===== config.mk =====
export PLATFORM = sky130hd
export DESIGN_NAME = key_debounce_multi
export DESIGN_NICKNAME = d
export VERILOG_FILES = /design/src/rtl/key_db_pkg.sv /design/src/rtl/key_db_chan.sv /design/src/rtl/key_debounce_multi.sv
export SDC_FILE = /design/constraint.sdc
export NUM_CORES = 1
export LEC_CHECK = 0
export CORE_UTILIZATION = 57
export CTS_BUF_LIST = sky130_fd_sc_hd__clkbuf_2 sky130_fd_sc_hd__clkbuf_4 sky130_fd_sc_hd__clkbuf_8
export DETAILED_ROUTE_END_ITERATION = 16
export HOLD_SLACK_MARGIN = 0.12
export PLACE_DENSITY = 0.79
export SLEW_MARGIN = 20
export SYNTH_ARGS = -nofsm -noshare
export SYNTH_HDL_FRONTEND = slang
export SYNTH_HIERARCHICAL = 1
export SYNTH_SLANG_ARGS = --single-unit

===== constraint.sdc =====
create_clock -name clk -period 5.69 [get_ports clk]
set_input_delay 1.707 -clock clk [delete_from_list [all_inputs] [get_ports clk]]
set_output_delay 1.707 -clock clk [all_outputs]
set_load 0.02 [all_outputs]

===== src/rtl/key_db_pkg.sv =====
// Shared constants for the key debouncer: counter widths and default timing
// for a 50 MHz clock.
package key_db_pkg;

  // Width of the per-channel stability counter (STABLE_CNT is at most 15).
  localparam int STAB_W = 4;

  // Default timing at 50 MHz.
  localparam int TICK_190HZ = 263158;  // clk cycles per sample tick (190 Hz)
  localparam int LONG_1S    = 190;     // ticks of hold for a long press (1 s)
  localparam int REPEAT_5HZ = 38;      // ticks between auto-repeats (5 Hz)

  // Counter widths for the default timing.
  localparam int DIV_W  = $clog2(TICK_190HZ);
  localparam int HOLD_W = $clog2(LONG_1S + 1);

endpackage


===== src/rtl/key_db_chan.sv =====
// One key channel of key_debounce_multi: two-flop synchroniser, tick-driven
// debounce, press/release/long-press strobes.
// Optional feature: KEY_DB_REPEAT_EN adds auto-repeat key_press pulses after
// a long press.
module key_db_chan
  import key_db_pkg::*;
#(
  parameter int ACTIVE_LOW   = 0,
  parameter int STABLE_CNT   = 3,
  parameter int LONG_TICKS   = 190
`ifdef KEY_DB_REPEAT_EN
  ,
  parameter int REPEAT_TICKS = 38
`endif
) (
  input  logic clk,
  input  logic rst_n,
  input  logic tick,
  input  logic key_raw,
  output logic key_level,
  output logic key_press,
  output logic key_release,
  output logic key_long
);

  localparam int   HOLD_BITS = $clog2(LONG_TICKS + 1);
  localparam logic INV       = (ACTIVE_LOW != 0);

  logic                 sync_q1, sync_q2;
  logic                 s;
  logic [STAB_W-1:0]    stab_cnt;
  logic [HOLD_BITS-1:0] hold_cnt;
  logic                 differ, flip;
  logic                 hold_step, hold_sat, long_fire, rep_fire;

  // Two-flop synchroniser; reset loads the pin's idle level.
  // NOTE: sequential state uses non-blocking (<=) so every flop samples
  // pre-edge values, independent of statement order.
  always_ff @(posedge clk or negedge rst_n) begin
    if (!rst_n) begin
      sync_q1 <= INV;
      sync_q2 <= INV;
    end else begin
      sync_q1 <= key_raw;
      sync_q2 <= sync_q1;
    end
  end

  assign s      = sync_q2 ^ INV;
  assign differ = s ^ key_level;
  // Level flips on the STABLE_CNT-th consecutive differing sample.
  assign flip   = tick & differ & (stab_cnt == STAB_W'(STABLE_CNT - 1));

  // Ticks while held, excluding the release tick itself.
  assign hold_step = tick & key_level & ~flip;
  assign hold_sat  = (hold_cnt == HOLD_BITS'(LONG_TICKS));
  assign long_fire = hold_step & ~hold_sat & (hold_cnt == HOLD_BITS'(LONG_TICKS - 1));

  // Stability counter: counts differing samples, any agreeing sample restarts.
  always_ff @(posedge clk or negedge rst_n) begin
    if (!rst_n) begin
      stab_cnt <= '0;
    end else if (tick) begin
      if (differ && !flip) stab_cnt <= stab_cnt + 1'b1;
      else                 stab_cnt <= '0;
    end
  end

  // Hold counter: cleared on either level edge, saturates at LONG_TICKS.
  always_ff @(posedge clk or negedge rst_n) begin
    if (!rst_n) begin
      hold_cnt <= '0;
    end else if (flip) begin
      hold_cnt <= '0;
    end else if (hold_step && !hold_sat) begin
      hold_cnt <= hold_cnt + 1'b1;
    end
  end

`ifdef KEY_DB_REPEAT_EN
  logic [HOLD_BITS-1:0] rep_cnt;

  assign rep_fire = hold_step & hold_sat & (rep_cnt == HOLD_BITS'(REPEAT_TICKS - 1));

  // Repeat counter: runs only after key_long, restarts after each repeat.
  always_ff @(posedge clk or negedge rst_n) begin
    if (!rst_n) begin
      rep_cnt <= '0;
    end else if (flip) begin
      rep_cnt <= '0;
    end else if (hold_step && hold_sat) begin
      rep_cnt <= rep_fire ? '0 : rep_cnt + 1'b1;
    end
  end
`else
  assign rep_fire = 1'b0;
`endif

  // Debounced level and single-cycle strobes, aligned with the level edge.
  always_ff @(posedge clk or negedge rst_n) begin
    if (!rst_n) begin
      key_level   <= 1'b0;
      key_press   <= 1'b0;
      key_release <= 1'b0;
      key_long    <= 1'b0;
    end else begin
      if (flip) key_level <= ~key_level;
      key_press   <= (flip & ~key_level) | rep_fire;
      key_release <= flip & key_level;
      key_long    <= long_fire;
    end
  end

endmodule


===== src/rtl/key_debounce_multi.sv =====
// N-channel push-button conditioner: shared sample-tick generator plus one
// key_db_chan per key.
// Optional feature: KEY_DB_REPEAT_EN enables auto-repeat after a long press.
module key_debounce_multi
  import key_db_pkg::*;
#(
  parameter int NUM_KEYS     = 4,
  parameter int TICK_DIV     = TICK_190HZ,
  parameter int STABLE_CNT   = 3,
  parameter int ACTIVE_LOW   = 0,
  parameter int LONG_TICKS   = LONG_1S,
  parameter int REPEAT_TICKS = REPEAT_5HZ
) (
  input  logic                clk,
  input  logic                rst_n,
  input  logic [NUM_KEYS-1:0] key_in,
  output logic [NUM_KEYS-1:0] key_level,
  output logic [NUM_KEYS-1:0] key_press,
  output logic [NUM_KEYS-1:0] key_release,
  output logic [NUM_KEYS-1:0] key_long,
  output logic                sample_tick
);

  localparam int DIV_BITS = $clog2(TICK_DIV);

  // Reject configurations the counters cannot represent.
  if (TICK_DIV < 2) begin : g_bad_tick_div
    $error("TICK_DIV must be >= 2");
  end
  if (STABLE_CNT < 1 || STABLE_CNT > 15) begin : g_bad_stable_cnt
    $error("STABLE_CNT must be in 1..15");
  end
  if (LONG_TICKS < 1) begin : g_bad_long_ticks
    $error("LONG_TICKS must be >= 1");
  end
  if (REPEAT_TICKS < 1) begin : g_bad_repeat_ticks
    $error("REPEAT_TICKS must be >= 1");
  end

  logic [DIV_BITS-1:0] div_cnt;

  // Free-running divider, wraps after TICK_DIV-1.
  always_ff @(posedge clk or negedge rst_n) begin
    if (!rst_n) begin
      div_cnt <= '0;
    end else if (div_cnt == DIV_BITS'(TICK_DIV - 1)) begin
      div_cnt <= '0;
    end else begin
      div_cnt <= div_cnt + 1'b1;
    end
  end

  assign sample_tick = (div_cnt == DIV_BITS'(TICK_DIV - 1));

  for (genvar i = 0; i < NUM_KEYS; i++) begin : g_chan
    key_db_chan #(
      .ACTIVE_LOW   (ACTIVE_LOW),
      .STABLE_CNT   (STABLE_CNT),
      .LONG_TICKS   (LONG_TICKS)
`ifdef KEY_DB_REPEAT_EN
      ,
      .REPEAT_TICKS (REPEAT_TICKS)
`endif
    ) u_chan (
      .clk         (clk),
      .rst_n       (rst_n),
      .tick        (sample_tick),
      .key_raw     (key_in[i]),
      .key_level   (key_level[i]),
      .key_press   (key_press[i]),
      .key_release (key_release[i]),
      .key_long    (key_long[i])
    );
  end

endmodule


==> results of run 1 <==
[logic make-up after synthesis]
group / count (synthesis)
AND/OR/NAND/NOR: 175
flip-flops: 91
AO/OA/AOI/OAI: 54
XOR/XNOR: 36
buffers and inverters: 35
adder cells (fa/ha/maj): 22
multiplexers: 12
[worst max-delay path by stage]
stage / endpoint / cells after the start
after detailed placement: sample_tick / 6
after global placement: sample_tick / 6
after global routing: sample_tick / 6
after floorplan: sample_tick / 3
final: sample_tick / 6
after CTS: sample_tick / 6
[cell usage after synthesis (all sizes together) (12+ instances only)]
library cell | n | area share
nand2 | 27 | 0.021
nand3 | 18 | 0.019
xnor2 | 16 | 0.046
xor2 | 20 | 0.037
buf | 13 | 0.026
nand4 | 16 | 0.022
nor2 | 41 | 0.033
nor3 | 14 | 0.015
ha | 22 | 0.058
and3b | 12 | 0.024
o21ai | 16 | 0.017
inv | 22 | 0.017
dfrtp | 91 | 0.48
a21oi | 13 | 0.014
[per-stage QoR]
step | total power [mW] | setup slack [ns] | hold slack (ns) | util
after floorplan | 0.672 | 2.43 | 0.331 | -
after global placement | 0.689 | 1.98 | 0.333 | 0.630
after detailed placement | 0.690 | 1.99 | 0.336 | 0.630
after CTS | 1.18 | 1.59 | 0.359 | 0.659
after global routing | 1.20 | 1.50 | 0.369 | 0.659
final | 1.16 | 1.59 | 0.357 | 0.659
[state kept, by name (all words and copies together) (netlist names)]
signal and count:
g_chan.u_chan/sync_q1 4, div_cnt 19, g_chan.u_chan/s 4, g_chan.u_chan/key_press 4, g_chan.u_chan/key_long 4, g_chan.u_chan/key_level 4, g_chan.u_chan/key_release 4, g_chan.u_chan/stab_cnt 16
g_chan.u_chan/hold_cnt 32
[area by class of cell]
type / count / area, sq um
repair buffers: 24 / 233
clock inverters: 4 / 73.8
multi-input cells: 299 / 2250
flip-flops and latches: 91 / 2280
fillers: 589 / 2690
clock buffers: 11 / 151
inverters: 22 / 82.6
well taps: 102 / 128
[worst max-delay path: stages, from the launching register on]
cell and delay (ns):
dfrtp_1 0.42, inv_1 0.07, ha_1 0.14, nor4b_1 0.23
nand2_1 0.12, nor4_2 0.38, clkdlybuf4s50_1 0.68
[metal layers]
metal,global-route usage,wire length (microns),vias to the layer above
met3,0.0276,161,8
met2,0.335,3720,34
met1,0.266,3810,1576
li1,-,-,1568
met4,0.0936,99,0
met5,0,0,-
[power by group through the flow]
stage	combinational [mW]	sequential, mW	clock (mW)
final	0.0235	0.652	0.485
after global routing	0.0274	0.653	0.521
after CTS	0.0249	0.652	0.498
after detailed placement	0.0249	0.665	0
after global placement	0.0244	0.665	0
after floorplan	0.00709	0.665	0
==> flow_metrics.env, run 1 <==
export IMPL_outcome="finished clean"
export IMPL_ys_seq_area_frac=0.481
export IMPL_grt_pass1_wl_mm=13.9
export IMPL_cp_max_fo=5
export IMPL_drtIter0Drc=163
export IMPL_timing_final_crit_share=0.720
export IMPL_synth_compound_area_frac=0.0714
export IMPL_grt_pass1_vias=3125
export IMPL_synth_nets=453
export IMPL_ys_flop_type="dfrtp_1"
export IMPL_ctsRootBufferMaster="clkbuf_8"
export IMPL_die_w_microns=93.1
export IMPL_io_pins=23
export IMPL_drive_above_1_share=0.126
export IMPL_p_int_mw=0.925
export IMPL_ys_seq_elements=91
export IMPL_tns_ns=0
export IMPL_avgViaCountPerCell=5.76
export IMPL_rsz0062_at_grt="no"
export IMPL_cp_end_kind="output pin"
export IMPL_muxShareOfSynthArea=0.0265
export IMPL_antenna_found_initial=0
export IMPL_synth_xor_area_share=0.0825
export IMPL_netlist_area_sq_um=4730
export IMPL_cts_htree_levels=3
export IMPL_seq_power_share=0.562
export IMPL_critPathKind="flip-flop to output pin"
export IMPL_cts_tree="built"
export IMPL_clk_pin_slew_worst_paths_ns=0.08
export IMPL_power_switching_mw=0.235
export IMPL_cellLeakagePower_nw=2.25
export IMPL_cp_required_ns=3.98
export IMPL_r2r_start="div_cnt[1]"
export IMPL_r2r_slack_ns=2.79
export IMPL_hp_start="g_chan[0].u_chan/sync_q1"
export IMPL_place_gp_congestion=0.843
export IMPL_syn_instance_count=425
export IMPL_tightest_slew_ns=0.589
export IMPL_cts_path_max_buffers=2
export IMPL_cts_setup_buffers=0
export IMPL_initial_core_util=0.600
export IMPL_grt_overflow=0
export IMPL_final_cell_mix="dfrtp_1 (91), nor2_1 (41), nand2_1 (27)"
export IMPL_drcViolationCount=0
export IMPL_report_final_slew_viol_count=0
export IMPL_ir_drop_v=0.000143
export IMPL_dr_pass1_iters=4
export IMPL_power_density_nw_per_um2=223
export IMPL_io_buffers=22
export IMPL_min_to="g_chan[0].u_chan/s"
export IMPL_wl_per_cell_microns=14.1
export IMPL_startpoint_type="flip-flop"
export IMPL_setup_viol_count_final=0
export IMPL_hpwl_mm=5.29
export IMPL_yosys_warnings=6
export IMPL_pwr_share_comb=0.020
export IMPL_synth_async_reset_ratio=1.00
export IMPL_p_clk_frac=0.418
export IMPL_final_cell_area_sq_um=5200
export IMPL_skew_ns=0.0113
export IMPL_post_cts_resized=0
export IMPL_layout_commonest_cell="dfrtp_1"
export IMPL_area_growth_pct=9.87
export IMPL_period_needed_ns=4.10
export IMPL_coreArea_sq_um=7890
export IMPL_drtAntennaViolNets=0
export IMPL_cts_buffers_inserted=9
export IMPL_dieArea_sq_um=8670
export IMPL_critPathArrivalTime_ns=2.39
export IMPL_grt_usage=0.203
export IMPL_cts_sinks=91
export IMPL_nets=475
export IMPL_yosys_area_share_adder=0.0582
export IMPL_max_freq_mhz=244
export IMPL_relSlewSlack=0.608
export IMPL_hold_path_class="flip-flop to flip-flop"
export IMPL_yosys_cell_types_count=40
export IMPL_synthSimpleGateAreaFrac=0.236
export IMPL_place_inst=538
export IMPL_placed_area_sq_um=4970
export IMPL_avgSynthCellArea_sq_um=11.1
export IMPL_totalWireLength_mm=7.79
export IMPL_whs_path_depth=0
export IMPL_startpoint="div_cnt[1]"
export IMPL_antennaDiodeCount=0
export IMPL_final_hold_viol_count=0
export IMPL_layout_cells_non_filler=553
export IMPL_grt_max_degree=52
export IMPL_num_vias=3186
export IMPL_die_h_microns=93.1
export IMPL_clk_latency_ns=0.36
export IMPL_synth_edf_count=0
export IMPL_reg2reg_depth=10
export IMPL_cap_violations=0
export IMPL_r2r_end="g_chan[2].u_chan/key_long"
export IMPL_postCtsHoldBufs=0
export IMPL_synth_top_family_by_area="simple AND/OR/NAND/NOR gates"
export IMPL_p_sw_frac=0.202
export IMPL_rows=32
No activity file was read; power rests on OpenSTA's default activity.
==> run 2, diff against run 1 <==
- clock period: 5.69 -> 4.2 ns (I/O delays scaled with it)
==> run 2 against run 1 <==
Compared with the run above: register-to-register slack got worse by 1.5 ns; first-iteration DRC count rose by 34%; sequential share of layout area rose by 0.14 points; via count rose by 0.75%; global-route usage fell by 0.36 points; combinational power rose by 41%; clock power rose by 22%; wire length rose by 2.0%; sequential power rose by 36%; total power rose by 30%; worst setup slack got worse by 0.99 ns; critical endpoint unchanged.
==> flow_metrics.env, run 2 (same netlist as run 1, synthesis figures left out) <==
export IMPL_outcome="finished clean"
export IMPL_antennaDiodeCount=0
export IMPL_ir_drop_v=0.000248
export IMPL_drive_above_1_share=0.128
export IMPL_cp_required_ns=2.94
export IMPL_dieArea_sq_um=8670
export IMPL_power_density_nw_per_um2=292
export IMPL_grt_overflow=0
export IMPL_r2r_start="div_cnt[1]"
export IMPL_num_vias=3210
export IMPL_cts_buffers_inserted=9
export IMPL_reg_largest_list="g_chan.u_chan/hold_cnt: 32 flops, div_cnt: 19 flops, g_chan.u_chan/stab_cnt: 16 flops"
export IMPL_area_growth_pct=9.52
export IMPL_p_int_mw=1.19
export IMPL_r2r_end="g_chan[0].u_chan/key_long"
export IMPL_max_freq_mhz=278
export IMPL_dr_pass1_iters=4
export IMPL_cts_setup_buffers=0
export IMPL_startpoint_type="flip-flop"
export IMPL_cap_violations=0
export IMPL_die_h_microns=93.1
export IMPL_critPathArrivalTime_ns=2.34
export IMPL_initial_core_util=0.600
export IMPL_hold_worst_slack_ns=0.352
export IMPL_report_final_slew_viol_count=0
export IMPL_largest_register="g_chan.u_chan/hold_cnt"
export IMPL_grt_pass1_wl_mm=13.7
export IMPL_drtAntennaViolNets=0
export IMPL_rsz0062_at_grt="no"
export IMPL_io_pins=23
export IMPL_tightest_slew_ns=0.556
export IMPL_relSlewSlack=0.629
export IMPL_hp_start="g_chan[3].u_chan/sync_q1"
export IMPL_rows=32
export IMPL_io_buffers=22
export IMPL_hold_path_class="flip-flop to flip-flop"
export IMPL_cts_sinks=91
export IMPL_timing_final_crit_share=0.857
export IMPL_clk_latency_ns=0.35
export IMPL_place_gp_congestion=0.833
export IMPL_cp_max_fo=5
export IMPL_grt_usage=0.199
export IMPL_drtIter0Drc=219
export IMPL_final_cell_mix="dfrtp_1 (91), nor2_1 (41), nand2_1 (27)"
export IMPL_min_to="g_chan[3].u_chan/s"
export IMPL_whs_path_depth=0
export IMPL_pwr_share_comb=0.022
export IMPL_skew_ns=0.0128
export IMPL_seq_power_share=0.585
export IMPL_period_needed_ns=3.60
export IMPL_wl_per_cell_microns=14.3
export IMPL_cts_path_max_buffers=2
export IMPL_cp_end_kind="output pin"
export IMPL_antenna_found_initial=0
export IMPL_grt_max_degree=52
export IMPL_die_w_microns=93.1
export IMPL_post_cts_resized=0
export IMPL_cts_htree_levels=3
export IMPL_critPathKind="flip-flop to output pin"
export IMPL_p_sw_frac=0.210
export IMPL_r2r_slack_ns=1.32
export IMPL_final_hold_viol_count=0
export IMPL_hpwl_mm=5.41
export IMPL_nets=476
export IMPL_avgViaCountPerCell=5.79
export IMPL_setup_viol_count_final=0
export IMPL_clk_pin_slew_worst_paths_ns=0.09
export IMPL_layout_commonest_cell="dfrtp_1"
export IMPL_grt_pass1_vias=3089
export IMPL_tns_ns=0
export IMPL_p_clk_frac=0.393
export IMPL_reg2reg_depth=10
export IMPL_power_switching_mw=0.318
export IMPL_cellLeakagePower_nw=2.24
export IMPL_coreArea_sq_um=7890
export IMPL_totalWireLength_mm=7.95
export IMPL_cts_tree="built"
export IMPL_ctsRootBufferMaster="clkbuf_8"
export IMPL_postCtsHoldBufs=0
export IMPL_drcViolationCount=0
export IMPL_largest_reg_flops=32
==> run 2: cell types whose count changed in the layout (fill, tap and decap cells not counted), sizes merged <==
cell,change
clkinv,-1
buf,+1
bufinv,-1
clkinvlp,+2
==> run 2: worst max-delay path by stage <==
stage                      from          end  slack, ns  cells past startpoint
floorplan           div_cnt[10]  sample_tick       1.39                      3
global placement     div_cnt[1]  sample_tick       1.02                      6
detailed placement   div_cnt[1]  sample_tick       0.99                      6
CTS                  div_cnt[1]  sample_tick       0.57                      6
global route         div_cnt[1]  sample_tick       0.38                      6
finish               div_cnt[1]  sample_tick       0.60                      6
==> run 2: final cells by class <==
type / instances / area (sq um)
multi-input cells: 299 / 2250
fillers: 592 / 2710
clock inverters: 4 / 50.0
flip-flops and latches: 91 / 2280
repair buffers: 25 / 240
well taps: 102 / 128
clock buffers: 11 / 151
inverters: 22 / 82.6
==> run 2: power by group through the flow <==
stage | Combinational [mW] | Sequential, mW | Clock (mW)
5_1_grt | 0.0380 | 0.884 | 0.653
2_1_floorplan | 0.00960 | 0.900 | 0
3_3_place_gp | 0.0340 | 0.901 | 0
6_report | 0.0331 | 0.884 | 0.594
4_1_cts | 0.0349 | 0.884 | 0.616
3_5_place_dp | 0.0345 | 0.901 | 0
==> run 2: layer usage <==
layer  wire [microns]  vias up  track usage
met3              213       14       0.0301
li1                 -     1568            -
met2             3710       59        0.313
met5                0        -            0
met4              171        0        0.100
met1             3850     1569        0.270
==> run 2: critical path, cell delays in order, from the launching register on <==
cell and delay, ns:
dfrtp_1 0.42, inv_1 0.07, ha_1 0.14, nor4b_1 0.26
nand2_1 0.11, nor4_2 0.32, clkdlybuf4s50_1 0.68
==> run 2: per-stage QoR <==
step                power, mW  cell area, sq um  std cells  utilization  setup slack [ns]
global placement        0.935              4980        539        0.631              1.02
CTS                      1.54              5180        554        0.657             0.573
global route             1.58              5180        554        0.657             0.377
detailed placement      0.936              4980        539        0.631             0.989
finish                   1.51              5180        554        0.657             0.601
floorplan               0.910              4730        425            -              1.39
